$ cat src/rtl/hls_run_sequencer.sv
// Run controller for a Bambu start_port/done_port accelerator: resets and starts the DUT,
// measures per-run latency with a timeout, and streams one result record per run.
module hls_run_sequencer #(
    parameter int unsigned RUNS_W        = 8,
    parameter int unsigned CYCLE_W       = 32,
    parameter int unsigned TIMEOUT       = 200000000,
    parameter int unsigned SETTLE_CYCLES = 2
) (
    input  logic               clock,
    input  logic               reset,
    input  logic               cfg_start,
    input  logic [RUNS_W-1:0]  cfg_num_runs,
    input  logic               abort,
    output logic               dut_reset,
    output logic               start_port,
    input  logic               done_port,
    output logic               res_valid,
    input  logic               res_ready,
    output logic [1:0]         res_status,
    output logic [CYCLE_W-1:0] res_cycles,
    output logic [RUNS_W-1:0]  res_run,
    output logic               busy,
    output logic               all_done
);

    localparam int unsigned SETTLE_W = (SETTLE_CYCLES > 1) ? $clog2(SETTLE_CYCLES) : 1;
    localparam logic [CYCLE_W-1:0]  TimeoutVal = CYCLE_W'(TIMEOUT);
    localparam logic [SETTLE_W-1:0] SettleLast = SETTLE_W'(SETTLE_CYCLES - 1);

    localparam logic [1:0] StatusDone    = 2'b01;
    localparam logic [1:0] StatusTimeout = 2'b10;
    localparam logic [1:0] StatusAbort   = 2'b11;

    typedef enum logic [2:0] {
        StIdle,
        StSettle,
        StLaunch,
        StWait,
        StReport,
        StFinish
    } state_e;

    state_e               state_q, state_d;
    logic [SETTLE_W-1:0]  settle_q, settle_d;
    logic [CYCLE_W-1:0]   count_q, count_d;
    logic [RUNS_W-1:0]    num_runs_q, num_runs_d;
    logic [RUNS_W-1:0]    run_q, run_d;
    logic [1:0]           status_q, status_d;
    logic [CYCLE_W-1:0]   cycles_q, cycles_d;

    always_ff @(posedge clock) begin
        if (!reset) begin
            state_q    <= StIdle;
            settle_q   <= '0;
            count_q    <= '0;
            num_runs_q <= '0;
            run_q      <= '0;
            status_q   <= '0;
            cycles_q   <= '0;
        end else begin
            state_q    <= state_d;
            settle_q   <= settle_d;
            count_q    <= count_d;
            num_runs_q <= num_runs_d;
            run_q      <= run_d;
            status_q   <= status_d;
            cycles_q   <= cycles_d;
        end
    end

    always_comb begin
        state_d    = state_q;
        settle_d   = settle_q;
        count_d    = count_q;
        num_runs_d = num_runs_q;
        run_d      = run_q;
        status_d   = status_q;
        cycles_d   = cycles_q;

        unique case (state_q)
            StIdle: begin
                if (cfg_start) begin
                    if (cfg_num_runs == '0) begin
                        state_d = StFinish;
                    end else begin
                        num_runs_d = cfg_num_runs;
                        run_d      = '0;
                        settle_d   = '0;
                        count_d    = '0;
                        state_d    = StSettle;
                    end
                end
            end
            StSettle: begin
                if (abort) begin
                    status_d = StatusAbort;
                    cycles_d = count_q;
                    state_d  = StReport;
                end else if (settle_q == SettleLast) begin
                    count_d = CYCLE_W'(1);
                    state_d = StLaunch;
                end else begin
                    settle_d = settle_q + 1'b1;
                end
            end
            StLaunch: begin
                // done_port is deliberately not looked at in the start cycle
                if (abort) begin
                    status_d = StatusAbort;
                    cycles_d = count_q;
                    state_d  = StReport;
                end else begin
                    count_d = count_q + 1'b1;
                    state_d = StWait;
                end
            end
            StWait: begin
                // abort beats done, done beats timeout
                if (abort) begin
                    status_d = StatusAbort;
                    cycles_d = count_q;
                    state_d  = StReport;
                end else if (done_port) begin
                    status_d = StatusDone;
                    cycles_d = count_q;
                    state_d  = StReport;
                end else if (count_q == TimeoutVal) begin
                    status_d = StatusTimeout;
                    cycles_d = TimeoutVal;
                    state_d  = StReport;
                end else begin
                    count_d = count_q + 1'b1;
                end
            end
            StReport: begin
                if (res_ready) begin
                    if (status_q == StatusDone && run_q != num_runs_q - 1'b1) begin
                        run_d    = run_q + 1'b1;
                        settle_d = '0;
                        count_d  = '0;
                        state_d  = StSettle;
                    end else begin
                        state_d = StFinish;
                    end
                end
            end
            StFinish: begin
                state_d = StIdle;
            end
            default: begin
                state_d = StIdle;
            end
        endcase
    end

    // Every output is a decode of flopped state, so inputs never reach outputs combinationally.
    assign dut_reset  = (state_q == StLaunch) || (state_q == StWait) || (state_q == StReport);
    assign start_port = (state_q == StLaunch);
    assign res_valid  = (state_q == StReport);
    assign res_status = status_q;
    assign res_cycles = cycles_q;
    assign res_run    = run_q;
    assign busy       = (state_q != StIdle);
    assign all_done   = (state_q == StFinish);

endmodule
$ cat config.mk
export PLATFORM = sky130hd
export DESIGN_NAME = hls_run_sequencer
export DESIGN_NICKNAME = d
export VERILOG_FILES = /design/src/rtl/hls_run_sequencer.sv
export SDC_FILE = /design/constraint.sdc
export NUM_CORES = 1
export LEC_CHECK = 0
export CORE_MARGIN = 3
export CORE_UTILIZATION = 23
export DETAILED_ROUTE_END_ITERATION = 8
export MAX_ROUTING_LAYER = met4
export PLACE_DENSITY_LB_ADDON = 0.3
export SLEW_MARGIN = 40
export SYNTH_ARGS = -nofsm -noshare
export SYNTH_HDL_FRONTEND = slang
export SYNTH_SLANG_ARGS = --single-unit
$ cat constraint.sdc
create_clock -name clock -period 3.4 [get_ports clock]
set_input_delay 0.51 -clock clock [delete_from_list [all_inputs] [get_ports clock]]
set_output_delay 0.51 -clock clock [all_outputs]
set_load 0.1 [all_outputs]
# Word level (Yosys, flattened, before mapping)
# Cells that the tools add are included.
word_totals:
  regBits: 86
  input_bits: 14
  output_inout_bits: 47
  word_cells: 94
classes:
  n_addsub: 4
  eq_ne: 21
  muxes: 44
  bitwise: 1
  reduce_logical: 17
ops:
  columns: ["operator", "count"]
  rows:
  - ["32-bit 2-to-1 mux", 14]
  - ["32-bit one-hot mux with 5 select lines", 1]
  - ["32-bit one-hot mux with 2 select lines", 1]
  - ["32-bit by 1-bit adder with 32-bit output (second input constant)", 1]
  - ["32-bit by 28-bit equality test with 1-bit output (second input constant)", 1]
  - ["8-bit 2-to-1 mux", 4]
  - ["3-bit 2-to-1 mux", 10]
  - ["2-bit != test (second input constant)", 8]
  - ["8-bit one-hot mux with 2 select lines", 1]
  - ["3-bit one-hot mux with 5 select lines", 1]
  - ["11-bit AND reduction", 1]
  - ["8-bit by 1-bit adder with 8-bit output (second input constant)", 1]
  - ["8-bit logical NOT", 1]
  - ["2-bit 2-to-1 mux", 4]
  - ["8-bit != test", 1]
  - ["8-bit by 1-bit subtractor with 8-bit output (second input constant)", 1]
  - ["3-bit by 2-bit equality test with 1-bit output (second input constant)", 2]
  - ["3-bit equality test (second input constant)", 2]
  - ["1-bit 2-to-1 mux", 6]
  - ["2-bit by 1-bit != test with 1-bit output (second input constant)", 3]
  - ["3-bit AND reduction", 2]
  - ["6-bit AND reduction", 1]
  - ["3-bit nonzero test", 2]
  - ["5-bit AND reduction", 1]
  - ["other kinds (15)", 17]

# Depth between registers and ports, before layout
# Gate-level depths: netlist of run 1.
depth:
  depth_word: 6
  ltp_mapped: 11
  mapped_depth_nobuf: 9

# Worst setup path before layout of run 1
# OpenSTA, ideal clock, no wires.
synth_path:
  path_kind: "register to output"
  startpoint: "register state_q[1]"
  endpoint: "output port dut_reset"
  arrival_ns: 3.496
  t_required_ns: 2.890
  slack_ns: -0.606
  stages_incl_launch_ff: 5
  n_path_buf: 2
  cell_sequence: "dfxtp_1 clkbuf_1 clkbuf_1 nor3_1 or2_2"
synth_via:
  elab_cells_between_ends: 5
  cone_classes: "eq/ne (3); reduce/logical (2)"
synth_lines:
  columns: ["item", "line_no", "source"]
  rows:
  - ["start: declaration", "43", "state_e state_q, state_d;"]
  - ["start signal: assignment", "53", "state_q <= StIdle;"]
  - ["start signal: assignment", "61", "state_q <= state_d;"]
  - ["3-bit equality test", null, null]
  - ["net res_valid", "17", "output logic res_valid,"]
  - ["1-bit logical OR", "157", "assign dut_reset = (state_q == StLaunch) || (state_q == StWait) || (state_q == StReport);"]
  - ["end: declaration", "14", "output logic dut_reset,"]
# The timed path passes the listed nets, and every way through them passes these cells.

# Final worst setup path of run 1
layout_path:
  startpoint: "input port cfg_num_runs[3]"
  endpoint: "register count_q[25]"
layout_via:
  elab_chain_cells: 3
layout_rtl:
  columns: ["item", "line_no", "source"]
  rows:
  - ["start: declaration", "12", "input logic [RUNS_W-1:0] cfg_num_runs,"]
  - ["8-bit logical NOT", "83", "if (cfg_num_runs == '0) begin"]
  - ["2-bit != test (no source line)", null, null]
  - ["11-bit AND reduction (no source line)", null, null]
  - ["end signal: assignment", "63", "count_q <= count_d;"]
  - ["end: declaration", "45", "logic [CYCLE_W-1:0] count_q, count_d;"]
# No other way between the ends.
# A chain may end at the register's enable or synchronous reset.

==> results.cfg, run 1 <==
[hold_path]
min_path_type = flip-flop to flip-flop
min_from = res_cycles[13]$_SDFFE_PN0P_
whs_path_depth = 2

[run]
maxCapViolCount = 0

[critical_path]
reg2reg_slack_ps = 810
crit_arrival_ps = 2940
crit_path_start = cfg_num_runs[3]
r2r_cells = 9
worstPathRequired_ps = 3670
criticalPathCategory = input port to flip-flop
start_kind = input port
endpoint_kind = flip-flop
cp_max_fo = 33
timing.rr.start = count_q[0]$_SDFFE_PN0P_

[cells_and_area]
multi_input_comb_area_um2 = 2350
nets = 592
stdcell_count = 808
regArea_um2 = 1720
final_cell_mix = 86 x dfxtp_1, 64 x nor2_1, 50 x a21oi_1
drive_gt1_share_pct = 17.3
final_common_cell = dfxtp_1
diodes = 0
fillers = 1925
fin_util_pct = 28.7
area_delta_synth_final_pct = 21.8

[place]
dp_hpwl_mm = 9.17
dpl.cell_count = 792
port_buffers = 60
gp_congestion = 0.857

[route]
routed_wl_mm = 13.0
final_antenna_net_count = 0
drt-initial-drc-count = 392
first_pass_iters = 5
viasPerCell = 5.07
vias = 4095
wire_per_inst_um = 16.0
drc_errors = 0

[synthesis]
yosys.area_share.simple_pct = 25.7
syn_inst = 527
yosysSeqAreaShare_pct = 40.4
ys.flop_type = dfxtp_1
synth_nets = 545
synth_compound_area_share_pct = 23.7
ys_warn_count = 0
ys_seq_elements = 86
syn_area_um2 = 4260
async_reset_ff_share_pct = 0
synthAdderAreaFrac_pct = 1.18
synth_top_family_by_area = simple AND/OR/NAND/NOR gates
synth_xor_area_share_pct = 2.06
synthMuxAreaShare_pct = 2.35
synth-edff-count = 0
postSynthAreaPerCell_um2 = 8.08
synthDistinctLibCells = 54

[power]
max-vdd-ir-drop_mv = 0.179
power.density_nw_per_um2 = 497
power_leakage_uw = 0.00190

[grt]
grt_pass1_vias = 3857
grt_pass1_wl_mm = 21.2
track_usage_pct = 13.5
grt_antenna_before_repair = 0
grt.overflow.total = 0
grt_max_degree = 40

[floorplanning]
start_util_pct = 23.5
chipHeight_um = 142
pin_count = 61
placementRows = 49
die_x_um = 142
coreArea_um2 = 18100
die_area_um2 = 20200

[clock_tree]
clockRootBuffer = clkbuf_16
cts_sinks = 86
clk_latency_ps = 350
cts_setup_buffers = 0
cts_buffer_depth = 2
cts_tree = done
hold_buffers = 0
htree_levels = 3
cts.clk_slew.worst_paths_ps = 70
cts_resized = 0
cts_made_buffers = 9

[timing]
clock_skew_ps = 10.4
rsz0062_at_grt = false
whs_ps = 500
tightest_slew_ps = 717
period_needed_ps = 2670
post-route-period-util_pct = 78.5
slew_headroom_pct = 52.2
hold_viol = 0
finalSetupTns_ps = 0
drv_slew = 0
setup_violations = 0
fmax_ghz = 0.375

[status]
status = complete, no violations
-- worst max-delay path, stage by stage --
cell and delay (ps):
clkdlybuf4s50_1 420, nor4_1 320, nand2_1 210, a211o_1 330, a2111o_1 340, o21ai_2 130, buf_4 360, o21ai_0 160
a21oi_1 150
-- cell type report --
| cell class | count | area share, % |
|---|---|---|
| Timing Repair Buffer | 73 | 9.26 |
| Multi-Input combinational cell | 392 | 45.3 |
| Inverter | 12 | 0.869 |
| Clock buffer | 9 | 4.34 |
| Tap cell | 229 | 5.52 |
| Clock inverter | 7 | 1.50 |
| Sequential cell | 86 | 33.2 |
-- cell usage after synthesis (2+ instances only) --
library cell | count | area, µm²
o21a_1 | 2 | 15.0
or4_1 | 3 | 22.5
mux2i_1 | 10 | 100
o22ai_1 | 2 | 12.5
nor3_1 | 17 | 85.1
xor2_1 | 3 | 26.3
nand2b_1 | 5 | 31.3
o21ai_0 | 19 | 95.1
ha_1 | 4 | 50.1
o311a_1 | 2 | 20.0
and2_1 | 3 | 18.8
o31ai_1 | 3 | 22.5
nand2_1 | 43 | 161
a211o_1 | 7 | 61.3
or3_1 | 9 | 56.3
nand3_1 | 17 | 85.1
nand4b_1 | 9 | 78.8
dfxtp_1 | 86 | 1720
a31oi_1 | 13 | 81.3
inv_1 | 11 | 41.3
or2_2 | 3 | 18.8
nor4_1 | 7 | 43.8
a22oi_1 | 20 | 150
o21ai_1 | 18 | 90.1
a21oi_1 | 50 | 250
clkbuf_1 | 30 | 113
nand4_1 | 9 | 56.3
o221a_2 | 12 | 135
nand3b_1 | 3 | 22.5
and3_1 | 7 | 43.8
nor2b_1 | 2 | 12.5
xnor2_1 | 7 | 61.3
buf_2 | 7 | 35.0
nor2_1 | 64 | 240
-- stage by stage --
stage | worst slack, ps | area (µm²) | total power (µW)
final | 731 | 5190 | 2580
after global placement | 516 | 5080 | 1600
after floorplan | 364 | 4260 | 1480
after global routing | 510 | 5190 | 2680
after CTS | 712 | 5190 | 2600
after detailed placement | 411 | 4880 | 1590
-- logic make-up after synthesis --
logic type / count (synthesis)
AND/OR/NAND/NOR: 211
AO/OA/AOI/OAI: 157
flip-flops: 86
buffers and inverters: 49
XOR/XNOR: 10
multiplexers: 10
adder cells (fa/ha/maj): 4
-- power by group --
| group | switching, µW | total, µW | internal [µW] |
|---|---|---|---|
| sequential | 42.4 | 1080 | 1040 |
| combinational | 349 | 486 | 137 |
| clock | 435 | 1010 | 578 |
-- metal layers --
metal / vias up / part of all wire [%] / global-route usage (%)
met3: 15 / 4.6 / 1.85
met5: - / 0 / -
met4: 0 / 1.9 / 5.71
li1: 2046 / - / -
met2: 106 / 44 / 19.7
met1: 1928 / 49 / 18.5
-- sequential cells by signal, summed over array words and instances (netlist names) --
register,flops
count_q,32
num_runs_q,8
res_cycles,32
res_run,8
res_status,2
settle_q,1
state_q,3
-- final timing paths --
check                           endpoint
max             count_q[25]$_SDFFE_PN0P_
min          res_cycles[13]$_SDFFE_PN0P_
max reg2reg  res_cycles[10]$_SDFFE_PN0P_
min reg2reg  res_cycles[13]$_SDFFE_PN0P_
No activity file was read; power rests on OpenSTA's default activity.
==> inputs of run 2 (changes only) <==
- clock period: 3.4 -> 2.42 ns (I/O delays scaled with it)
==> run 2 against run 1 <==
Effect of this change: the run now ends with setup timing left; design area grew 16%; power grew 57%; cell count grew 7.2%; via count grew 7.6%; clock skew is essentially flat; critical path depth is the same; clock-buffer cell count grew 2; global-route usage grew 0.25 points; die area is the same; sequential cell count is the same; clock power grew 61%; largest cell class unchanged.
==> results.cfg, run 2 (synthesized netlist as in run 1, its figures left out) <==
[power]
power_uw = 4060
max-vdd-ir-drop_mv = 0.318
power.density_nw_per_um2 = 676
power_leakage_uw = 0.00227

[route]
drc_errors = 0
routed_wl_mm = 14.1
drt-initial-drc-count = 387
viasPerCell = 5.09
wl_met1_mm = 6.70
highest_layer = met4
wl_met3_um = 864
first_pass_iters = 6
final_antenna_net_count = 0
met2_length_mm = 6.38
vias = 4407
wire_per_inst_um = 16.3

[grt]
grt_antenna_before_repair = 0
grt_max_degree = 34
grt_pass1_vias = 4079
grt.overflow.total = 0
grt_pass1_wl_mm = 21.9
track_usage_pct = 13.7

[run]
maxCapViolCount = 0

[cells_and_area]
nets = 650
multi_input_comb_area_um2 = 2400
stdcell_count = 866
final_cell_mix = 106 x buf_4, 74 x dfxtp_1, 63 x nor2_1
final_common_cell = buf_4
diodes = 0
regArea_um2 = 1740
area_delta_synth_final_pct = 41.0
fin_area_um2 = 6000
drive_gt1_share_pct = 28.1
fillers = 1830

[place]
dp_hpwl_mm = 9.90
port_buffers = 60
placed_area_um2 = 5490
dpl.cell_count = 844
gp_congestion = 0.879

[critical_path]
start_kind = flip-flop
crit_family = simple AND/OR/NAND/NOR gates
criticalPathCategory = flip-flop to flip-flop
crit_chain = or4_4, nor4_4, mux2i_1, a2111o_1, o21ai_4, buf_12, clkbuf_16, a211o_1, a21oi_1
critPathBufInv = 2
worstPathRequired_ps = 2690
crit_slowest_cell = or4_4
cp_num_cells = 9
cp_max_fo = 8
r2r_cells = 9
max_stage_delay_ps = 550
crit_arrival_ps = 2720
endpoint_kind = flip-flop
timing.rr.start = num_runs_q[0]$_SDFFE_PN0P_
crit_path_start = num_runs_q[0]$_SDFFE_PN0P_
reg2reg_slack_ps = -20

[timing]
clock_skew_ps = 10.4
rsz0062_at_grt = true
setup_violations = 1
tightest_slew_ps = 540
period_needed_ps = 2440
drv_slew = 0
post-route-period-util_pct = 101
hold_viol = 0
fmax_ghz = 0.409
fin_ws_ps = -24.6
slew_headroom_pct = 63.7

[floorplanning]
die_x_um = 142
coreArea_um2 = 18100
chipHeight_um = 142
placementRows = 49
pin_count = 61
start_util_pct = 23.5
die_area_um2 = 20200

[hold_path]
min_path_type = flip-flop to flip-flop
min_from = res_cycles[5]$_SDFFE_PN0P_
whs_path_depth = 2

[status]
failed_checks = setup timing
status = finished, violations left

[clock_tree]
htree_levels = 3
cts.clk_slew.worst_paths_ps = 70
clockRootBuffer = clkbuf_16
cts_sinks = 86
cts_buffer_depth = 2
cts_tree = done
cts_made_buffers = 9
hold_buffers = 0
clk_latency_ps = 340
[run 2: final timing paths]
path,to
max,count_q[0]$_SDFFE_PN0P_
min,res_cycles[5]$_SDFFE_PN0P_
max reg2reg,count_q[0]$_SDFFE_PN0P_
min reg2reg,res_cycles[5]$_SDFFE_PN0P_
[run 2: timing repair]
action	in CTS	in global routing
endpoints found under the setup margin	3	55
resized for setup	0	15
cloned	0	3
setup buffers	1	2
pin swaps	1	12
[run 2: layer usage]
layer | vias up | GRT usage, %
li1 | 2157 | -
met1 | 2081 | 19.0
met2 | 155 | 19.8
met3 | 14 | 2.92
met4 | 0 | 4.49
met5 | - | -
[run 2: cell type report]
type                    count  share of cell area [%]
multi-input cells         392                    40.0
flip-flops and latches     86                    29.0
repair buffers            131                    19.7
well taps                 229                    4.77
clock buffers              11                    4.04
clock inverters             5                    1.77
inverters                  12                   0.750
[run 2: power breakdown]
part	switching (µW)	internal, µW	leakage (µW)	total [µW]
clock network	594	1040	0.000166	1630
registers	47.8	1460	0.000702	1510
logic	561	356	0.00140	918
[run 2: worst min-delay path: stages (launching register included)]
cell and delay [ps]:
dfxtp_1 330, a22oi_1 70, nor2_1 70
[run 2: per-stage QoR]
stage	TNS (ps)	hold slack, ps	worst slack (ps)	utilization [%]
4_1_cts	0	509	5.97	32.3
6_report	-24.6	505	-24.6	33.2
5_1_grt	-373	532	-69.6	33.2
2_1_floorplan	-23.0	462	-23.0	-
3_5_place_dp	-6580	492	-222	30.4
3_3_place_gp	-3670	491	-171	30.4
==> inputs of run 3 (changes only) <==
- RECOVER_POWER: default -> 100
==> run 3 against run 2 <==
Effect of this change: the flow still finishes with violations (setup timing); setup slack got worse by 13 ps; largest cell class unchanged; maximum frequency decreased by 0.55%; largest power group unchanged; clock power about the same; clock-buffer cell count unchanged; routed wire length decreased by 0.24%; critical path type unchanged; non-clock buffer count unchanged; cell count unchanged.
==> results.cfg, run 3 (synthesized netlist as in run 1, its figures left out) <==
[status]
status = finished, violations left
failed_checks = setup timing

[power]
max-vdd-ir-drop_mv = 0.316
power.density_nw_per_um2 = 694
power_uw = 4030
power_leakage_uw = 0.00208

[timing]
slew_headroom_pct = 19.9
rsz0062_at_grt = true
fmax_ghz = 0.407
setup_violations = 1
fin_ws_ps = -38.0
period_needed_ps = 2460
post-route-period-util_pct = 102
drv_slew = 0
whs_ps = 500
tightest_slew_ps = 1210
clock_skew_ps = 12.1
hold_viol = 0

[floorplanning]
placementRows = 49
die_area_um2 = 20200
pin_count = 61
die_x_um = 142
start_util_pct = 23.5
coreArea_um2 = 18100
chipHeight_um = 142

[critical_path]
timing.rr.start = num_runs_q[0]$_SDFFE_PN0P_
reg2reg_to = count_q[0]$_SDFFE_PN0P_
start_kind = flip-flop
reg2reg_slack_ps = -40
worstPathRequired_ps = 2690
cp_max_fo = 8
r2r_cells = 9
criticalPathCategory = flip-flop to flip-flop
crit_arrival_ps = 2730
endpoint_kind = flip-flop

[place]
dp_hpwl_mm = 9.90
dp_slack_ps = -222
gp_congestion = 0.879
port_buffers = 60

[route]
drt-initial-drc-count = 408
drc_errors = 0
routed_wl_mm = 14.1
wire_per_inst_um = 16.3
first_pass_iters = 5
viasPerCell = 5.08
final_antenna_net_count = 0
vias = 4399

[cells_and_area]
fin_util_pct = 32.1
final_cell_mix = 75 x dfxtp_1, 64 x buf_4, 63 x nor2_1
area_delta_synth_final_pct = 36.3
nets = 650
diodes = 0
final_common_cell = dfxtp_1
drive_gt1_share_pct = 21.4

[grt]
grt_pass1_vias = 4079
track_usage_pct = 13.7
grt_pass1_wl_mm = 21.9
grt_antenna_before_repair = 0
grt.overflow.total = 0
grt_max_degree = 34

[run]
maxCapViolCount = 0

[clock_tree]
hold_buffers = 0
cts_sinks = 86
cts_made_buffers = 9
clockRootBuffer = clkbuf_16
cts_tree = done
htree_levels = 3
clk_latency_ps = 340
cts.clk_slew.worst_paths_ps = 70
cts_buffer_depth = 2

[hold_path]
hold_end = res_cycles[5]$_SDFFE_PN0P_
whs_path_depth = 2
min_path_type = flip-flop to flip-flop
min_from = res_cycles[5]$_SDFFE_PN0P_
run 3: changes by cell type in the layout (fill, tap and decap cells not counted), sizes merged:
| cell | before | now |
|---|---|---|
| buf | 115 | 70 |
| clkbuf | 14 | 59 |
run 3: power breakdown:
part           total [µW]  switching, µW  internal (µW)
Clock                1640            597           1040
Sequential           1510           46.9           1460
Combinational         885            561            324
run 3: how the worst max path moves through the flow:
stage          slack (ps)  cells after the start                        from                 endpoint
2_1_floorplan         -20                      4     state_q[1]$_SDFFE_PN0P_                dut_reset
3_3_place_gp         -170                      8             cfg_num_runs[3]  res_run[2]$_SDFFE_PN0P_
3_5_place_dp         -220                      8             cfg_num_runs[3]  res_run[2]$_SDFFE_PN0P_
4_1_cts                 6                      9  num_runs_q[0]$_SDFFE_PN0P_  state_q[2]$_SDFFE_PN0P_
5_1_grt               -70                      9  num_runs_q[0]$_SDFFE_PN0P_  count_q[0]$_SDFFE_PN0P_
6_report              -40                      9  num_runs_q[0]$_SDFFE_PN0P_  count_q[0]$_SDFFE_PN0P_
run 3: timing repair:
action | in CTS | in global routing
resized for setup | 0 | 15
hold endpoints to repair | 0 | 0
gates cloned | 0 | 3
setup endpoints to repair | 3 | 55
pin swaps | 1 | 12
buffers inserted | 1 | 2
run 3: metrics by stage:
stage | cells | TNS (ps) | cell area (µm²)
after floorplan | 527 | -23.0 | 4280
after global placement | 844 | -3670 | 5490
after detailed placement | 844 | -6580 | 5490
after CTS | 861 | 0 | 5850
after global routing | 866 | -396 | 5810
final | 866 | -38.0 | 5810
run 3: area by class of cell:
type                    instances  area [µm²]
fillers                      1867       12300
flip-flops and latches         86        1740
well taps                     229         287
clock inverters                 5         106
inverters                      12        45.0
multi-input cells             392        2400
repair buffers                131         983
clock buffers                  11         243
run 3: per-layer routing:
layer | track usage, % | vias to the layer above | part of all wire (%)
li1 | - | 2157 | -
met1 | 19.0 | 2074 | 48
met2 | 19.8 | 154 | 45
met3 | 2.92 | 14 | 6.4
met4 | 4.49 | 0 | 1.5
met5 | - | - | 0
run 3: worst max-delay path, cell delays in order (launching register included):
cell       delay, ps
dfxtp_4          360
or4_4            560
nor4_4           190
mux2i_1          310
a2111o_1         220
o21ai_4           70
buf_12           160
clkbuf_16        160
a211o_1          220
a21oi_1          140
